--- config.mk ---
export PLATFORM = sky130hd
export DESIGN_NAME = shot_sequencer_flat
export DESIGN_NICKNAME = d
export VERILOG_FILES = /design/src/rtl/shot_sequencer_if.sv /design/src/rtl/shot_sequencer.sv /design/src/flat_wrapper.sv
export SDC_FILE = /design/constraint.sdc
export NUM_CORES = 1
export LEC_CHECK = 0
export CAP_MARGIN = 20
export CORE_UTILIZATION = 48
export CTS_CLUSTER_DIAMETER = 100
export DETAILED_ROUTE_END_ITERATION = 10
export PLACE_DENSITY = 0.91
export SLEW_MARGIN = 10
export SYNTH_ARGS = -nofsm -noshare
export SYNTH_HDL_FRONTEND = slang
export SYNTH_SLANG_ARGS = --single-unit
--- constraint.sdc ---
create_clock -name clk -period 7.95 [get_ports clk]
set_clock_uncertainty 0.05 [all_clocks]
set_input_delay 1.9875 -clock clk [delete_from_list [all_inputs] [get_ports clk]]
set_output_delay 1.9875 -clock clk [all_outputs]
set_load 0.01 [all_outputs]
--- src/rtl/shot_sequencer_if.sv ---
// Handshake and data bundle between the shot sequencer and the kinematic
// trajectory unit. The sequencer is the master: it loads velocity and
// requests steps; the kinematic unit answers with a pixel position.
interface shot_sequencer_if #(
    parameter int XW = 10,
    parameter int YW = 10,
    parameter int VW = 12
);
    logic                 kin_load;
    logic                 kin_step;
    logic signed [VW-1:0] kin_vx;
    logic signed [VW-1:0] kin_vy;
    logic                 kin_done;
    logic        [XW-1:0] kin_x;
    logic        [YW-1:0] kin_y;

    modport master (
        output kin_load, kin_step, kin_vx, kin_vy,
        input  kin_done, kin_x, kin_y
    );

    modport slave (
        input  kin_load, kin_step, kin_vx, kin_vy,
        output kin_done, kin_x, kin_y
    );
endinterface

--- src/rtl/shot_sequencer.sv ---
// Sequences one basketball shot through the kinematic trajectory unit:
// load launch velocity, step once per frame tick, then judge each new
// position against the hoop window and the screen bounds.
// Optional build macro SHOT_STATS_EN adds saturating shots_taken and
// shots_made counters; without it both outputs are tied to zero.
module shot_sequencer #(
    parameter int XW          = 10,
    parameter int YW          = 10,
    parameter int VW          = 12,
    parameter int SCREEN_W    = 640,
    parameter int SCREEN_H    = 480,
    parameter int HOOP_X_MIN  = 500,
    parameter int HOOP_X_MAX  = 540,
    parameter int HOOP_Y      = 200,
    parameter int MAX_FRAMES  = 255,
    parameter int KIN_TIMEOUT = 1023
) (
    input  logic                 clk,
    input  logic                 reset,
    input  logic                 frame_tick,
    input  logic                 launch,
    input  logic signed [VW-1:0] launch_vx,
    input  logic signed [VW-1:0] launch_vy,
    shot_sequencer_if.master     kin,
    output logic        [XW-1:0] ball_x,
    output logic        [YW-1:0] ball_y,
    output logic                 busy,
    output logic                 made,
    output logic                 missed,
    output logic                 overrun,
    output logic                 timeout,
    output logic        [7:0]    frame_cnt,
    output logic        [7:0]    shots_made,
    output logic        [7:0]    shots_taken
);
    typedef enum logic [2:0] {
        IDLE, INIT, WAIT_TICK, STEP, WAIT_DONE, CHECK, RESULT
    } state_t;

    localparam int WDW = $clog2(KIN_TIMEOUT + 1);

    localparam logic [XW-1:0]  X_OFF    = XW'(SCREEN_W);
    localparam logic [YW-1:0]  Y_OFF    = YW'(SCREEN_H);
    localparam logic [YW-1:0]  Y_START  = YW'(SCREEN_H - 1);
    localparam logic [XW-1:0]  HOOP_XL  = XW'(HOOP_X_MIN);
    localparam logic [XW-1:0]  HOOP_XR  = XW'(HOOP_X_MAX);
    localparam logic [YW-1:0]  RIM_Y    = YW'(HOOP_Y);
    localparam logic [7:0]     FRAME_LIM = 8'(MAX_FRAMES);
    // wd counts WAIT_DONE cycles from 0; together with the STEP cycle and the
    // registered flag, timeout rises exactly KIN_TIMEOUT cycles after kin_step.
    localparam logic [WDW-1:0] WD_LAST  = WDW'(KIN_TIMEOUT - 2);

    state_t         state, next_state;
    logic [YW-1:0]  prev_y;
    logic [WDW-1:0] wd;
    logic           accept, hit, miss, wd_expired;
    logic           scored, out_of_play;

    // Ball falls through the rim plane inside the hoop window.
    assign scored = (prev_y < RIM_Y) && (ball_y >= RIM_Y) &&
                    (ball_x >= HOOP_XL) && (ball_x <= HOOP_XR);
    assign out_of_play = (ball_x >= X_OFF) || (ball_y >= Y_OFF) ||
                         (frame_cnt == FRAME_LIM);

    // State register.
    // NOTE: sequential state uses non-blocking assignments so every flop
    // samples pre-edge values regardless of block evaluation order.
    always_ff @(posedge clk or posedge reset) begin
        if (reset) state <= IDLE;
        else       state <= next_state;
    end

    // Next-state decode and Moore-style strobes.
    always_comb begin
        // NOTE: every output gets a default first so no path leaves a
        // variable unassigned, which would infer a latch.
        next_state   = state;
        kin.kin_load = 1'b0;
        kin.kin_step = 1'b0;
        busy         = 1'b1;
        accept       = 1'b0;
        hit          = 1'b0;
        miss         = 1'b0;
        wd_expired   = 1'b0;
        case (state)
            IDLE, RESULT: begin
                busy = 1'b0;
                if (launch) begin
                    accept     = 1'b1;
                    next_state = INIT;
                end
            end
            INIT: begin
                kin.kin_load = 1'b1;
                next_state   = WAIT_TICK;
            end
            WAIT_TICK: if (frame_tick) next_state = STEP;
            STEP: begin
                kin.kin_step = 1'b1;
                next_state   = WAIT_DONE;
            end
            WAIT_DONE: begin
                if (kin.kin_done) begin
                    next_state = CHECK;
                end else if (wd == WD_LAST) begin
                    wd_expired = 1'b1;
                    next_state = RESULT;
                end
            end
            CHECK: begin
                if (scored) begin
                    hit        = 1'b1;
                    next_state = RESULT;
                end else if (out_of_play) begin
                    miss       = 1'b1;
                    next_state = RESULT;
                end else begin
                    next_state = WAIT_TICK;
                end
            end
            default: begin
                busy       = 1'b0;
                next_state = IDLE;
            end
        endcase
    end

    // Launch capture and per-step frame counting.
    always_ff @(posedge clk or posedge reset) begin
        if (reset) begin
            kin.kin_vx <= '0;
            kin.kin_vy <= '0;
            frame_cnt  <= '0;
        end else if (accept) begin
            kin.kin_vx <= launch_vx;
            kin.kin_vy <= launch_vy;
            frame_cnt  <= '0;
        end else if (state == STEP && frame_cnt != 8'hFF) begin
            frame_cnt  <= frame_cnt + 8'd1;
        end
    end

    // Ball position for the renderer and the y before the latest step.
    // prev_y advances only when a shot continues, so during CHECK it always
    // holds the pre-step height (SCREEN_H-1 on the first step of a shot).
    always_ff @(posedge clk or posedge reset) begin
        if (reset) begin
            ball_x <= '0;
            ball_y <= '0;
            prev_y <= '0;
        end else begin
            if (state == INIT) prev_y <= Y_START;
            if (state == WAIT_DONE && kin.kin_done) begin
                ball_x <= kin.kin_x;
                ball_y <= kin.kin_y;
            end
            if (state == CHECK && next_state == WAIT_TICK) prev_y <= ball_y;
        end
    end

    // Watchdog on the kinematic unit's response.
    always_ff @(posedge clk or posedge reset) begin
        if (reset)                   wd <= '0;
        else if (state == STEP)      wd <= '0;
        else if (state == WAIT_DONE) wd <= wd + 1'b1;
    end

    // Result and sticky status flags, cleared by an accepted launch.
    always_ff @(posedge clk or posedge reset) begin
        if (reset) begin
            made    <= 1'b0;
            missed  <= 1'b0;
            overrun <= 1'b0;
            timeout <= 1'b0;
        end else if (accept) begin
            made    <= 1'b0;
            missed  <= 1'b0;
            overrun <= 1'b0;
            timeout <= 1'b0;
        end else begin
            if (hit)                    made    <= 1'b1;
            if (miss || wd_expired)     missed  <= 1'b1;
            if (wd_expired)             timeout <= 1'b1;
            if (frame_tick && (state inside {INIT, STEP, WAIT_DONE, CHECK}))
                overrun <= 1'b1;
        end
    end

`ifdef SHOT_STATS_EN
    // Lifetime shot statistics, saturating, cleared only by reset.
    always_ff @(posedge clk or posedge reset) begin
        if (reset) begin
            shots_taken <= '0;
            shots_made  <= '0;
        end else begin
            if (accept && shots_taken != 8'hFF) shots_taken <= shots_taken + 8'd1;
            if (hit && shots_made != 8'hFF)     shots_made  <= shots_made + 8'd1;
        end
    end
`else
    assign shots_taken = '0;
    assign shots_made  = '0;
`endif
endmodule
--- src/flat_wrapper.sv ---
// flat-port wrapper written by rule: the top's interface ports become plain ports
module shot_sequencer_flat 
#(
    parameter int XW          = 10,
    parameter int YW          = 10,
    parameter int VW          = 12,
    parameter int SCREEN_W    = 640,
    parameter int SCREEN_H    = 480,
    parameter int HOOP_X_MIN  = 500,
    parameter int HOOP_X_MAX  = 540,
    parameter int HOOP_Y      = 200,
    parameter int MAX_FRAMES  = 255,
    parameter int KIN_TIMEOUT = 1023
)
  (clk, reset, frame_tick, launch, launch_vx, launch_vy, ball_x, ball_y, busy, made, missed, overrun, timeout, frame_cnt, shots_made, shots_taken, kin_kin_load, kin_kin_step, kin_kin_vx, kin_kin_vy, kin_kin_done, kin_kin_x, kin_kin_y);
  shot_sequencer_if #(.XW(XW), .YW(YW), .VW(VW)) kin_i ();
  input  logic clk;
  input  logic reset;
  input  logic frame_tick;
  input  logic launch;
  input  logic signed [VW-1:0] launch_vx;
  input  logic signed [VW-1:0] launch_vy;
  output logic        [XW-1:0] ball_x;
  output logic        [YW-1:0] ball_y;
  output logic busy;
  output logic made;
  output logic missed;
  output logic overrun;
  output logic timeout;
  output logic        [7:0] frame_cnt;
  output logic        [7:0] shots_made;
  output logic        [7:0] shots_taken;
  output wire logic [$bits(kin_i.kin_load)-1:0] kin_kin_load;
  output wire logic [$bits(kin_i.kin_step)-1:0] kin_kin_step;
  output wire logic [$bits(kin_i.kin_vx)-1:0] kin_kin_vx;
  output wire logic [$bits(kin_i.kin_vy)-1:0] kin_kin_vy;
  input wire logic [$bits(kin_i.kin_done)-1:0] kin_kin_done;
  input wire logic [$bits(kin_i.kin_x)-1:0] kin_kin_x;
  input wire logic [$bits(kin_i.kin_y)-1:0] kin_kin_y;
  assign kin_kin_load = kin_i.kin_load;
  assign kin_kin_step = kin_i.kin_step;
  assign kin_kin_vx = kin_i.kin_vx;
  assign kin_kin_vy = kin_i.kin_vy;
  assign kin_i.kin_done = kin_kin_done;
  assign kin_i.kin_x = kin_kin_x;
  assign kin_i.kin_y = kin_kin_y;
  shot_sequencer #(.XW(XW), .YW(YW), .VW(VW), .SCREEN_W(SCREEN_W), .SCREEN_H(SCREEN_H), .HOOP_X_MIN(HOOP_X_MIN), .HOOP_X_MAX(HOOP_X_MAX), .HOOP_Y(HOOP_Y), .MAX_FRAMES(MAX_FRAMES), .KIN_TIMEOUT(KIN_TIMEOUT)) u_core (.clk(clk), .reset(reset), .frame_tick(frame_tick), .launch(launch), .launch_vx(launch_vx), .launch_vy(launch_vy), .kin(kin_i), .ball_x(ball_x), .ball_y(ball_y), .busy(busy), .made(made), .missed(missed), .overrun(overrun), .timeout(timeout), .frame_cnt(frame_cnt), .shots_made(shots_made), .shots_taken(shots_taken));
endmodule
# == After elaboration in Yosys (flattened, before gate mapping) ==
# Cells that the tools add are included.
# classes
addsub,2
magnitude_cmp,6
eq_ne,10
muxes,34
reduce_logical,21
# ops
cell,n
2-to-1 mux 10 bit,4
2-to-1 mux 1 bit,21
greater-or-equal comparator 10 x 9 -> 1 bit (second input constant),2
2-to-1 mux 3 bit,6
one-hot mux 3 bit (6 select lines),1
2-to-1 mux 8 bit,2
nonzero test 2 bit,7
adder 10 x 1 -> 10 bit (second input constant),1
== test 10 bit (second input constant),1
greater-or-equal comparator 10 bit (second input constant),1
greater-or-equal comparator 10 x 8 -> 1 bit (second input constant),1
<= comparator 10 bit (second input constant),1
< comparator 10 x 8 -> 1 bit (second input constant),1
== test 3 x 2 -> 1 bit (second input constant),3
== test 3 bit (second input constant),3
adder 8 x 1 -> 8 bit (second input constant),1
== test 8 bit (second input constant),1
!= test 8 bit (second input constant),1
logical AND 1 bit,7
OR reduction 5 bit,1
nonzero test 4 bit,1
== test 3 x 1 -> 1 bit (second input constant),1
zero test 3 bit,1
logical OR 1 bit,3
OR reduction 2 bit,1
# word_totals
reg_bits,79
in_bits,49
word_cells,85

# == Depth between registers and ports, before layout ==
# Gate-level depths: netlist (run 1).
# depth
depth_word,9
mapped_depth,7
mapped_depth_nobuf,6

# == Least setup slack after synthesis (run 1) ==
# OpenSTA, ideal clock, no wires.
# synth_path
kind,input-to-reg
start,input port launch
end,register u_core.kin.kin_vx[10]
setup_time_ps,125
arrival_ps,3009
t_required_ps,7775
slack_ps,4766
cell_stages,4
n_path_buf,1
cell_sequence,nand2b_1 > nor2_1 > buf_2 > mux2_2
# synth_via
elab_chain_len,2
# synth_lines
item,line_no,source
start: declaration,flat_wrapper.sv:20,input logic launch;
2-to-1 mux 1 bit,shot_sequencer.sv:88,if (launch) begin
2-to-1 mux 1 bit,shot_sequencer.sv:85,case (state)
end signal: assignment,shot_sequencer.sv:135,kin.kin_vx <= launch_vx;
end: declaration,shot_sequencer_if.sv:18,"output kin_load, kin_step, kin_vx, kin_vy,"
# No other way between the ends.
# A chain may end at the register's enable or synchronous reset.

# == Worst setup path in the final report (run 1) ==
# layout_path
start,register u_core.state[2]
end,output port kin_kin_step
# layout_via
elab_chain_len,2
# layout_lines
item,line_no,source
start: declaration,shot_sequencer.sv:53,"state_t state, next_state;"
start signal: assignment,shot_sequencer.sv:70,else state <= next_state;
== test 3 x 2 -> 1 bit,shot_sequencer.sv:85,
2-to-1 mux 1 bit,shot_sequencer.sv:85,
end: declaration,flat_wrapper.sv:34,output wire logic [$bits(kin_i.kin_step)-1:0] kin_kin_step;
# No other way between the ends.

==> load_flow_metrics.sql, run 1 <==
INSERT INTO impl_metrics (metric_group, metric, value, unit) VALUES
('clocking', 'cts_max_path_buffers', '2', ''),
('routing', 'ant_nets', '0', ''),
('finish', 'drive_gt1_share', '18.2', '%'),
('synthesis', 'synth.yosys.warnings', '0', ''),
('clocking', 'cts_tree', 'done', ''),
('worst_setup_path', 'timing.setup.critical_path_class', 'reg -> out', ''),
('timing', 'timing.final.setup_violations', '0', ''),
('clocking', 'clock_tree_root_buffer_cell', 'sky130_fd_sc_hd__clkbuf_8', ''),
('worst_setup_path', 'timing.reg2reg.worst_path_depth', '6', ''),
('clocking', 'htreeDepth', '3', ''),
('worst_setup_path', 'critical_path.cell_chain', 'nand3b_1, inv_1, clkdlybuf4s50_1', ''),
('timing', 'slew_violations', '0', ''),
('floorplan', 'die_w', '87.2', 'microns'),
('worst_setup_path', 'critPathCaptureType', 'output port', ''),
('power_and_ir_drop', 'p_total', '1.65', 'mW'),
('routing', 'totalWireLength', '7460', 'microns'),
('floorplan', 'floorplan.die_area', '7610', 'sq um'),
('worst_setup_path', 'critical_path_cell_count', '3', ''),
('clocking', 'cts_hold_buf', '0', ''),
('worst_setup_path', 'critPathLaunchType', 'flop', ''),
('synthesis', 'ys_seq_area_share', '54.5', '%'),
('outcome', 'status', 'complete, no violations', ''),
('finish', 'design.final.nets', '454', ''),
('clocking', 'post_cts.repair.setup_buffers', '0', ''),
('clocking', 'cts.sink_count', '76', ''),
('timing', 'setup_repair_after_global_routing_missed_its_margin', 'false', ''),
('grt', 'grt_pass1_wl', '12300', 'microns'),
('routing', 'detail_route.iter0.violations', '75', ''),
('routing', 'vias_per_cell', '5.26', ''),
('worst_setup_path', 'critical_path_buf_inv_count', '2', ''),
('synthesis', 'synthDominantCellAreaShare', '54.5', '%'),
('timing', 'max_slew_margin', '40.9', '%'),
('floorplan', 'pin_count', '124', ''),
('synthesis', 'netlist-cell-type-count', '50', ''),
('clocking', 'clk_pin_slew', '0.08', 'ns'),
('power_and_ir_drop', 'total_leakage_power', '2.00', 'nW'),
('worst_setup_path', 'critical_path_peak_fanout', '17', ''),
('worst_setup_path', 'worst_case_register_to_register_setup_slack', '5.56', 'ns'),
('synthesis', 'synth_enable_flop_cells', '0', ''),
('min_path', 'worstHoldPathCells', '1', ''),
('grt', 'via_count_of_the_first_global_routing_pass', '2602', ''),
('power_and_ir_drop', 'cellPowerDensity', '346', 'nW/um^2'),
('floorplan', 'initial_core_util', '50.5', '%'),
('min_path', 'min-delay-path-class', 'reg -> reg', ''),
('clocking', 'cts-buffers-inserted', '9', ''),
('timing', 'fmax', '238', 'MHz'),
('finish', 'diodes', '0', ''),
('worst_setup_path', 'crit_arrival', '2.17', 'ns'),
('routing', 'wire_per_inst', '14.9', 'microns'),
('synthesis', 'yosys_register_bits', '76', ''),
('placed_design', 'port-buffer-count', '107', ''),
('synthesis', 'largest_cells_by_area_after_synthesis', 'sky130_fd_sc_hd__dfrtp_1 55%, sky130_fd_sc_hd__mux2_2 16%, sky130_fd_sc_hd__buf_4 3.4%', ''),
('timing', 'worst_pin_slew', '0.887', 'ns'),
('placed_design', 'routability_congestion_estimate', '0.793', ''),
('routing', 'post-route-drc-count', '0', ''),
('finish', 'synthToLayoutAreaGrowth', '36.9', '%'),
('floorplan', 'fp.dieH', '87.2', 'microns'),
('power_and_ir_drop', 'max-vdd-ir-drop', '205', 'uV'),
('worst_setup_path', 'cpLargestDelayFamily', 'buffers and inverters', ''),
('timing', 'min_period_over_period', '53.0', '%'),
('timing', 'finalCriticalPeriod', '4.21', 'ns'),
('clocking', 'cts-resized-gates', '0', ''),
('synthesis', 'synth.largest_area_cell', 'sky130_fd_sc_hd__dfrtp_1', ''),
('grt', 'grt_use_total', '21.0', '%'),
('synthesis', 'synthFlopType', 'sky130_fd_sc_hd__dfrtp_1', ''),
('routing', 'routed-via-count', '2642', ''),
('worst_setup_path', 'rr_startpoint', 'u_core.frame_cnt[0]$_DFFE_PP0P_', ''),
('placed_design', 'dp_hpwl', '5340', 'microns'),
('timing', 'finalSetupTns', '0', 'ns'),
('worst_setup_path', 'crit-reg2reg-capture', 'u_core.prev_y[3]$_DFFE_PP0P_', ''),
('synthesis', 'avgSynthCellArea', '11.9', 'sq um');
registers in the layout, summed over array words and instances, names as in the netlist:
name / count
u_core.timeout: 1
u_core.wd: 10
u_core.ball_x: 10
u_core.ball_y: 10
u_core.state: 3
u_core.prev_y: 7
u_core.missed: 1
u_core.kin.kin_vy: 12
u_core.overrun: 1
u_core.made: 1
u_core.frame_cnt: 8
u_core.kin.kin_vx: 12
how the worst max path moves through the flow:
stage	from	to	slack, ns
floorplan	reset	u_core.ball_x[0]$_DFFE_PP0P_	3.97
global route	u_core.state[2]$_DFF_PP0_	kin_kin_step	3.58
global placement	kin_kin_done	u_core.ball_y[1]$_DFFE_PP0P_	4.08
CTS	u_core.state[2]$_DFF_PP0_	kin_kin_step	3.75
detailed placement	kin_kin_done	u_core.ball_y[1]$_DFFE_PP0P_	4.04
finish	u_core.state[2]$_DFF_PP0_	kin_kin_step	3.74
cell families after synthesis:
kind of cell / after synthesis / synth area share (%)
buffers and inverters: 34 / 5.60
AND/OR/NAND/NOR: 79 / 12.6
XOR/XNOR: 7 / 1.76
AO/OA/AOI/OAI: 43 / 7.97
flip-flops: 76 / 54.5
other: 1 / 0.108
multiplexers: 51 / 16.4
adder cells (fa/ha/maj): 3 / 1.08
power breakdown:
group          total, mW  internal (mW)  leakage [nW]  switching (mW)
Clock              0.286          0.152        0.0914           0.135
Combinational      0.698          0.419         0.965           0.279
Sequential         0.669          0.534         0.939           0.135
Total               1.65           1.10          2.00           0.549
synth_stat cells (2+ instances only):
library cell	instances
sky130_fd_sc_hd__xor2_1	3
sky130_fd_sc_hd__buf_4	16
sky130_fd_sc_hd__ha_1	3
sky130_fd_sc_hd__and3_1	2
sky130_fd_sc_hd__clkbuf_1	5
sky130_fd_sc_hd__a21oi_1	8
sky130_fd_sc_hd__nor3_1	5
sky130_fd_sc_hd__nand2b_1	6
sky130_fd_sc_hd__a31oi_1	3
sky130_fd_sc_hd__a211oi_1	2
sky130_fd_sc_hd__nand3_1	7
sky130_fd_sc_hd__nor2_1	17
sky130_fd_sc_hd__nand4_1	6
sky130_fd_sc_hd__dfrtp_1	76
sky130_fd_sc_hd__o21ai_0	14
sky130_fd_sc_hd__xnor2_1	4
sky130_fd_sc_hd__o211ai_1	2
sky130_fd_sc_hd__inv_1	7
sky130_fd_sc_hd__mux2i_1	3
sky130_fd_sc_hd__nand3b_1	2
sky130_fd_sc_hd__nor4_1	2
sky130_fd_sc_hd__mux2_2	48
sky130_fd_sc_hd__o31ai_1	2
sky130_fd_sc_hd__nand2_1	20
sky130_fd_sc_hd__buf_2	6
per-stage QoR:
stage | cell area, sq um | hold slack (ns) | setup slack (ns) | cells | utilization (%)
2_1_floorplan | 3540 | 0.398 | 3.97 | 309 | -
3_5_place_dp | 4580 | 0.430 | 4.04 | 487 | 66.4
5_1_grt | 4770 | 0.458 | 3.58 | 502 | 69.1
3_3_place_gp | 4580 | 0.418 | 4.08 | 487 | 66.4
4_1_cts | 4770 | 0.442 | 3.75 | 502 | 69.1
6_report | 4770 | 0.442 | 3.74 | 502 | 69.1
placed cells by master, fill, tap and decap left out, types with 7 or more instances in the layout:
cell type                         synthesis  final
sky130_fd_sc_hd__a21oi_1                  8      8
sky130_fd_sc_hd__clkbuf_8                 0     10
sky130_fd_sc_hd__clkdlybuf4s50_1          0    107
sky130_fd_sc_hd__conb_1                   1     16
sky130_fd_sc_hd__dfrtp_1                 76     76
sky130_fd_sc_hd__mux2_2                  48     48
sky130_fd_sc_hd__nand2_1                 20     20
sky130_fd_sc_hd__nand3_1                  7      7
sky130_fd_sc_hd__nor2_1                  17     16
sky130_fd_sc_hd__o21ai_0                 14     14
per-layer routing:
metal	vias to the layer above	track usage, %	share of wire, %	routed length [microns]
met1	1308	26.9	43	3240
met4	0	7.30	1.3	96
li1	1233	-	-	-
met5	-	0	0	0
met3	10	5.31	5.3	399
met2	91	35.0	50	3730
layout make-up:
cell class                 count  area, sq um
fill                         510         2130
inverter                       7         26.3
tap                           96          120
sequential                    76         1900
clock inverter                 4         50.0
clock buffer                  11          141
timing repair buffer         109         1090
multi-input combinational    199         1450
No activity file was read; power rests on OpenSTA's default activity.
==> inputs of run 2 (changes only) <==
--- a/config.mk
+++ b/config.mk
@@ -6,10 +6,10 @@
 export NUM_CORES = 1
 export LEC_CHECK = 0
 export CAP_MARGIN = 20
-export CORE_UTILIZATION = 48
+export CORE_UTILIZATION = 45
 export CTS_CLUSTER_DIAMETER = 100
 export DETAILED_ROUTE_END_ITERATION = 10
-export PLACE_DENSITY = 0.91
+export PLACE_DENSITY = 0.86
 export SLEW_MARGIN = 10
 export SYNTH_ARGS = -nofsm -noshare
 export SYNTH_HDL_FRONTEND = slang
==> constraint.sdc (replaced) <==
create_clock -name clk -period 4 [get_ports clk]
set_clock_uncertainty 0.05 [all_clocks]
set_input_delay 1 -clock clk [delete_from_list [all_inputs] [get_ports clk]]
set_output_delay 1 -clock clk [all_outputs]
set_load 0.01 [all_outputs]
==> load_flow_metrics.sql, run 2 (synthesis results as in run 1) <==
INSERT INTO impl_metrics (metric_group, metric, value, unit) VALUES
('outcome', 'status', 'complete, no violations', ''),
('placed_design', 'routability_congestion_estimate', '0.820', ''),
('placed_design', 'dp_hpwl', '5590', 'microns'),
('worst_setup_path', 'critical_path_peak_fanout', '17', ''),
('placed_design', 'placed_area', '4610', 'sq um'),
('finish', 'synthToLayoutAreaGrowth', '36.6', '%'),
('timing', 'min_period_over_period', '80.9', '%'),
('timing', 'slew_violations', '0', ''),
('clocking', 'post_cts.repair.setup_buffers', '0', ''),
('min_path', 'min-delay-path-class', 'reg -> reg', ''),
('clocking', 'htreeDepth', '3', ''),
('floorplan', 'number_of_cell_rows', '31', ''),
('clocking', 'cts_tree', 'done', ''),
('grt', 'antenna_found_initial', '0', ''),
('routing', 'detail_route.iter0.violations', '172', ''),
('clocking', 'cts-resized-gates', '0', ''),
('grt', 'grt_use_total', '20.1', '%'),
('floorplan', 'pin_count', '124', ''),
('clocking', 'cts_max_path_buffers', '2', ''),
('timing', 'final_critical_path_setup_slack', '0.763', 'ns'),
('timing', 'finalHoldWorstSlack', '0.432', 'ns'),
('grt', 'via_count_of_the_first_global_routing_pass', '2663', ''),
('power_and_ir_drop', 'cellPowerDensity', '675', 'nW/um^2'),
('power_and_ir_drop', 'total_leakage_power', '1.99', 'nW'),
('worst_setup_path', 'critical_path_required', '2.95', 'ns'),
('finish', 'layout_top_registers', 'u_core.kin.kin_vx (12), u_core.kin.kin_vy (12)', ''),
('finish', 'final_cell_mix', '107 x sky130_fd_sc_hd__clkdlybuf4s50_1, 76 x sky130_fd_sc_hd__dfrtp_1, 48 x sky130_fd_sc_hd__mux2_2', ''),
('finish', 'diodes', '0', ''),
('finish', 'finalCoreUtilization', '64.7', '%'),
('finish', 'design.final.nets', '455', ''),
('timing', 'fmax', '309', 'MHz'),
('timing', 'timing.final.setup_violations', '0', ''),
('run', 'timing.max_cap.violations', '0', ''),
('floorplan', 'floorplan.die_area', '8110', 'sq um'),
('clocking', 'cts.sink_count', '76', ''),
('clocking', 'clock_tree_root_buffer_cell', 'sky130_fd_sc_hd__clkbuf_8', ''),
('timing', 'worst_pin_slew', '0.680', 'ns'),
('placed_design', 'port-buffer-count', '107', ''),
('placed_design', 'detailedPlace.worstSlack', '1.16', 'ns'),
('finish', 'drive_gt1_share', '18.0', '%'),
('worst_setup_path', 'critPathLaunchType', 'flop', ''),
('grt', 'grt-ovfl-total', '0', ''),
('clocking', 'cts-buffers-inserted', '9', ''),
('worst_setup_path', 'critPathCaptureType', 'output port', ''),
('routing', 'vias_per_cell', '5.20', ''),
('routing', 'totalWireLength', '7610', 'microns'),
('floorplan', 'initial_core_util', '47.3', '%'),
('worst_setup_path', 'timing.setup.critical_path_class', 'reg -> out', ''),
('power_and_ir_drop', 'max-vdd-ir-drop', '475', 'uV'),
('timing', 'max_slew_margin', '54.6', '%'),
('finish', 'multi_input_area', '1450', 'sq um'),
('timing', 'finalCriticalPeriod', '3.24', 'ns'),
('finish', 'fillCellCount', '591', ''),
('grt', 'grt_max_degree', '45', ''),
('clocking', 'cts_hold_buf', '0', ''),
('finish', 'layout.cells.most_common', 'sky130_fd_sc_hd__clkdlybuf4s50_1', ''),
('clocking', 'clk_pin_slew', '0.07', 'ns'),
('routing', 'wire_per_inst', '15.1', 'microns'),
('finish', 'register_area', '1900', 'sq um'),
('routing', 'routed-via-count', '2628', ''),
('routing', 'detail_route.first_pass.iterations', '4', ''),
('floorplan', 'coreArea', '7370', 'sq um'),
('clocking', 'clk_latency', '0.34', 'ns'),
('finish', 'design_area', '4760', 'sq um'),
('worst_setup_path', 'crit_arrival', '2.19', 'ns'),
('floorplan', 'die_w', '90.0', 'microns'),
('floorplan', 'fp.dieH', '90.0', 'microns'),
('timing', 'finalSetupTns', '0', 'ns'),
('routing', 'post-route-drc-count', '0', ''),
('grt', 'grt_pass1_wl', '13000', 'microns'),
('timing', 'report.final.hold_viol_count', '0', ''),
('timing', 'setup_repair_after_global_routing_missed_its_margin', 'false', ''),
('routing', 'ant_nets', '0', '');
run 2: changes by cell type in the layout (fill, tap and decap cells not counted):
cell	change
sky130_fd_sc_hd__clkbuf_1	+1
sky130_fd_sc_hd__bufinv_16	-1
sky130_fd_sc_hd__buf_12	+1
sky130_fd_sc_hd__clkinvlp_4	-1
run 2: path summary, 6_finish.rpt:
kind,start,to,slack (ns),cells past startpoint
max in group asynchronous,reset,u_core.state[0]$_DFF_PP0_,2.19,3
min,u_core.wd[6]$_DFFE_PP0P_,u_core.wd[6]$_DFFE_PP0P_,0.43,1
min in group asynchronous,reset,u_core.kin.kin_vy[11]$_DFFE_PP0P_,1.03,2
max reg2reg,u_core.frame_cnt[0]$_DFFE_PP0P_,u_core.prev_y[8]$_DFFE_PP0P_,1.68,6
max,u_core.state[2]$_DFF_PP0_,kin_kin_step,0.76,3
min reg2reg,u_core.wd[6]$_DFFE_PP0P_,u_core.wd[6]$_DFFE_PP0P_,0.43,1
run 2: power by group:
| part | total, mW | switching (mW) | internal (mW) |
|---|---|---|---|
| Combinational | 1.40 | 0.566 | 0.835 |
| Sequential | 1.33 | 0.267 | 1.06 |
| Clock | 0.487 | 0.252 | 0.235 |
run 2: worst max-delay path, cell delays in order, from the launching register on:
cell and delay, ns:
sky130_fd_sc_hd__dfrtp_1 0.55, sky130_fd_sc_hd__nand3b_1 0.49, sky130_fd_sc_hd__inv_1 0.25, sky130_fd_sc_hd__clkdlybuf4s50_1 0.56
run 2: through the flow:
stage / power, mW / instances
CTS: 3.25 / 505
global placement: 2.69 / 491
finish: 3.22 / 505
global route: 3.42 / 505
floorplan: 2.03 / 309
detailed placement: 2.75 / 491
run 2: layout make-up:
class	count	share of cell area (%)
Sequential cell	76	39.9
Multi-Input combinational cell	199	30.4
Timing Repair Buffer	110	23.2
Clock buffer	12	3.05
Tap cell	99	2.60
Inverter	7	0.551
Clock inverter	2	0.263
run 2: routing by layer:
layer  routed length [microns]  vias up  share of wire [%]  global-route usage, %
li1                          -     1235                  -                      -
met1                      3240     1285                 43                   25.4
met2                      3750       98                 49                   33.1
met3                       514       10                6.8                   5.75
met4                       108        0                1.4                   6.45
met5                         0        -                  0                      0
==> inputs of run 3 (changes only) <==
--- a/config.mk
+++ b/config.mk
@@ -6,10 +6,10 @@
 export NUM_CORES = 1
 export LEC_CHECK = 0
 export CAP_MARGIN = 20
-export CORE_UTILIZATION = 45
+export CORE_UTILIZATION = 41
 export CTS_CLUSTER_DIAMETER = 100
 export DETAILED_ROUTE_END_ITERATION = 10
-export PLACE_DENSITY = 0.86
+export PLACE_DENSITY = 0.83
 export SLEW_MARGIN = 10
 export SYNTH_ARGS = -nofsm -noshare
 export SYNTH_HDL_FRONTEND = slang
==> constraint.sdc (replaced) <==
create_clock -name clk -period 2.7 [get_ports clk]
set_clock_uncertainty 0.05 [all_clocks]
set_input_delay 0.675 -clock clk [delete_from_list [all_inputs] [get_ports clk]]
set_output_delay 0.675 -clock clk [all_outputs]
set_load 0.01 [all_outputs]
==> load_flow_metrics.sql, run 3 (synthesis results as in run 1) <==
INSERT INTO impl_metrics (metric_group, metric, value, unit) VALUES
('timing', 'fmax', '403', 'MHz'),
('finish', 'drive_gt1_share', '19.8', '%'),
('finish', 'final_cell_mix', '107 x sky130_fd_sc_hd__clkdlybuf4s50_1, 74 x sky130_fd_sc_hd__dfrtp_1, 48 x sky130_fd_sc_hd__mux2_2', ''),
('routing', 'detail_route.first_pass.iterations', '4', ''),
('finish', 'layout_top_registers', 'u_core.kin.kin_vx (12), u_core.kin.kin_vy (12)', ''),
('timing', 'report.final.hold_viol_count', '0', ''),
('placed_design', 'dp_hpwl', '5370', 'microns'),
('routing', 'totalWireLength', '7570', 'microns'),
('clocking', 'cts-buffers-inserted', '9', ''),
('worst_setup_path', 'crit-reg2reg-capture', 'u_core.prev_y[3]$_DFFE_PP0P_', ''),
('min_path', 'worstHoldEndpoint', 'u_core.wd[6]$_DFFE_PP0P_', ''),
('worst_setup_path', 'critical_path_peak_fanout', '17', ''),
('floorplan', 'pin_count', '124', ''),
('clocking', 'cts_hold_buf', '0', ''),
('grt', 'via_count_of_the_first_global_routing_pass', '2685', ''),
('clocking', 'htreeDepth', '3', ''),
('worst_setup_path', 'worst_case_register_to_register_setup_slack', '0.33', 'ns'),
('grt', 'grt_max_degree', '53', ''),
('timing', 'timing.final.setup_violations', '0', ''),
('outcome', 'status', 'complete, no violations', ''),
('floorplan', 'number_of_cell_rows', '33', ''),
('power_and_ir_drop', 'max-vdd-ir-drop', '651', 'uV'),
('worst_setup_path', 'rr_startpoint', 'u_core.frame_cnt[0]$_DFFE_PP0P_', ''),
('placed_design', 'routability_congestion_estimate', '0.811', ''),
('clocking', 'cts_tree', 'done', ''),
('clocking', 'clock_tree_root_buffer_cell', 'sky130_fd_sc_hd__clkbuf_8', ''),
('worst_setup_path', 'crit_arrival', '1.76', 'ns'),
('min_path', 'min-delay-path-class', 'reg -> reg', ''),
('floorplan', 'initial_core_util', '42.4', '%'),
('floorplan', 'floorplan.die_area', '8880', 'sq um'),
('power_and_ir_drop', 'total_leakage_power', '2.03', 'nW'),
('routing', 'wire_per_inst', '14.7', 'microns'),
('floorplan', 'die_w', '94.2', 'microns'),
('grt', 'antenna_found_initial', '0', ''),
('finish', 'design_area', '4860', 'sq um'),
('clocking', 'clk_pin_slew', '0.07', 'ns'),
('finish', 'layout.cells.most_common', 'sky130_fd_sc_hd__clkdlybuf4s50_1', ''),
('timing', 'setup_repair_after_global_routing_missed_its_margin', 'false', ''),
('worst_setup_path', 'critical_path.cell_chain', 'nand3b_1, inv_1, clkdlybuf4s50_1', ''),
('timing', 'finalSetupTns', '0', 'ns'),
('finish', 'multi_input_area', '1450', 'sq um'),
('min_path', 'worstHoldPathCells', '1', ''),
('finish', 'final_cells', '515', ''),
('clocking', 'cts.sink_count', '76', ''),
('clocking', 'cts_max_path_buffers', '2', ''),
('finish', 'register_area', '1900', 'sq um'),
('placed_design', 'port-buffer-count', '107', ''),
('worst_setup_path', 'critical_path_required', '1.98', 'ns'),
('timing', 'min_period_over_period', '91.9', '%'),
('finish', 'diodes', '0', ''),
('clocking', 'clk_latency', '0.34', 'ns'),
('placed_design', 'placed_area', '4650', 'sq um'),
('routing', 'ant_nets', '0', ''),
('worst_setup_path', 'cpPeakStageDelay', '0.56', 'ns'),
('worst_setup_path', 'critPathLaunchType', 'flop', ''),
('worst_setup_path', 'critPathCaptureType', 'output port', ''),
('grt', 'grt_pass1_wl', '12700', 'microns'),
('routing', 'detail_route.iter0.violations', '119', ''),
('timing', 'finalCriticalPeriod', '2.48', 'ns'),
('worst_setup_path', 'timing.reg2reg.worst_path_depth', '6', ''),
('run', 'timing.max_cap.violations', '0', ''),
('worst_setup_path', 'timing.setup.critical_path_class', 'reg -> out', ''),
('routing', 'vias_per_cell', '5.11', ''),
('grt', 'grt_use_total', '18.8', '%'),
('floorplan', 'coreArea', '8220', 'sq um'),
('finish', 'design.final.nets', '457', ''),
('timing', 'slew_violations', '0', ''),
('routing', 'post-route-drc-count', '0', ''),
('floorplan', 'fp.dieH', '94.2', 'microns'),
('power_and_ir_drop', 'cellPowerDensity', '1020', 'nW/um^2'),
('placed_design', 'placedCellCount', '499', ''),
('routing', 'routed-via-count', '2632', ''),
('worst_setup_path', 'worst_path_max_delay_cell', 'sky130_fd_sc_hd__clkdlybuf4s50_1', ''),
('finish', 'fillCellCount', '683', ''),
('grt', 'grt-ovfl-total', '0', ''),
('min_path', 'min_from', 'u_core.wd[6]$_DFFE_PP0P_', ''),
('finish', 'synthToLayoutAreaGrowth', '39.4', '%');
## run 3: changes by cell type in the layout (fill, tap and decap cells not counted)
cell,change
sky130_fd_sc_hd__nand2_1,-1
sky130_fd_sc_hd__buf_12,+2
sky130_fd_sc_hd__clkinv_2,+1
sky130_fd_sc_hd__bufinv_16,+1
sky130_fd_sc_hd__clkbuf_8,+1
sky130_fd_sc_hd__clkbuf_1,-1
sky130_fd_sc_hd__dfrtp_1,-2
sky130_fd_sc_hd__nand2_2,+1
sky130_fd_sc_hd__dfrtp_2,+2
## run 3: worst max-delay path: cells and delay by family, from the launching register on
family / cells / cell delay, ns
buffers and inverters: 2 / 0.69
DFF: 1 / 0.51
and+or+nand+nor: 1 / 0.22
## run 3: repair_timing
action                                 CTS  global route
setup endpoints to repair                0             1
endpoints found under the hold margin    0             0
buffers inserted                         0             0
gates resized for setup                  0             3
## run 3: layout make-up
class,count,area share [%]
clock buffers,12,3.19
inverters,7,0.540
multi-input cells,199,29.9
repair buffers,112,23.6
flip-flops and latches,76,39.2
well taps,105,2.70
clock inverters,4,0.978
## run 3: worst max-delay path by stage
stage,startpoint,to,depth (start not counted)
detailed placement,u_core.frame_cnt[0]$_DFFE_PP0P_,u_core.prev_y[8]$_DFFE_PP0P_,6
global placement,u_core.frame_cnt[0]$_DFFE_PP0P_,u_core.prev_y[8]$_DFFE_PP0P_,6
floorplan,reset,u_core.ball_x[0]$_DFFE_PP0P_,1
CTS,u_core.state[2]$_DFF_PP0_,kin_kin_load,4
finish,u_core.state[2]$_DFF_PP0_,kin_kin_step,3
global route,u_core.state[2]$_DFF_PP0_,kin_kin_load,4
## run 3: routing by layer
metal / vias up / GRT usage (%) / part of all wire (%)
met2: 106 / 31.2 / 49
met4: 0 / 8.97 / 2.5
met3: 19 / 5.34 / 7.5
met1: 1268 / 22.2 / 41
li1: 1239 / - / -
met5: - / 0 / 0
## run 3: through the flow
step / total power, mW / setup slack, ns / hold slack, ns / util (%)
global route: 5.25 / 0.0764 / 0.468 / 59.2
finish: 4.95 / 0.219 / 0.445 / 59.2
global placement: 4.03 / 0.384 / 0.417 / 56.6
detailed placement: 4.09 / 0.355 / 0.430 / 56.6
floorplan: 3.01 / 0.0367 / 0.398 / -
CTS: 5.00 / 0.0755 / 0.438 / 59.1
## run 3: report_power, final
part	internal [mW]	switching (mW)	total [mW]
logic	1.27	0.836	2.10
registers	1.58	0.395	1.97
clock network	0.475	0.402	0.877
total	3.32	1.63	4.95
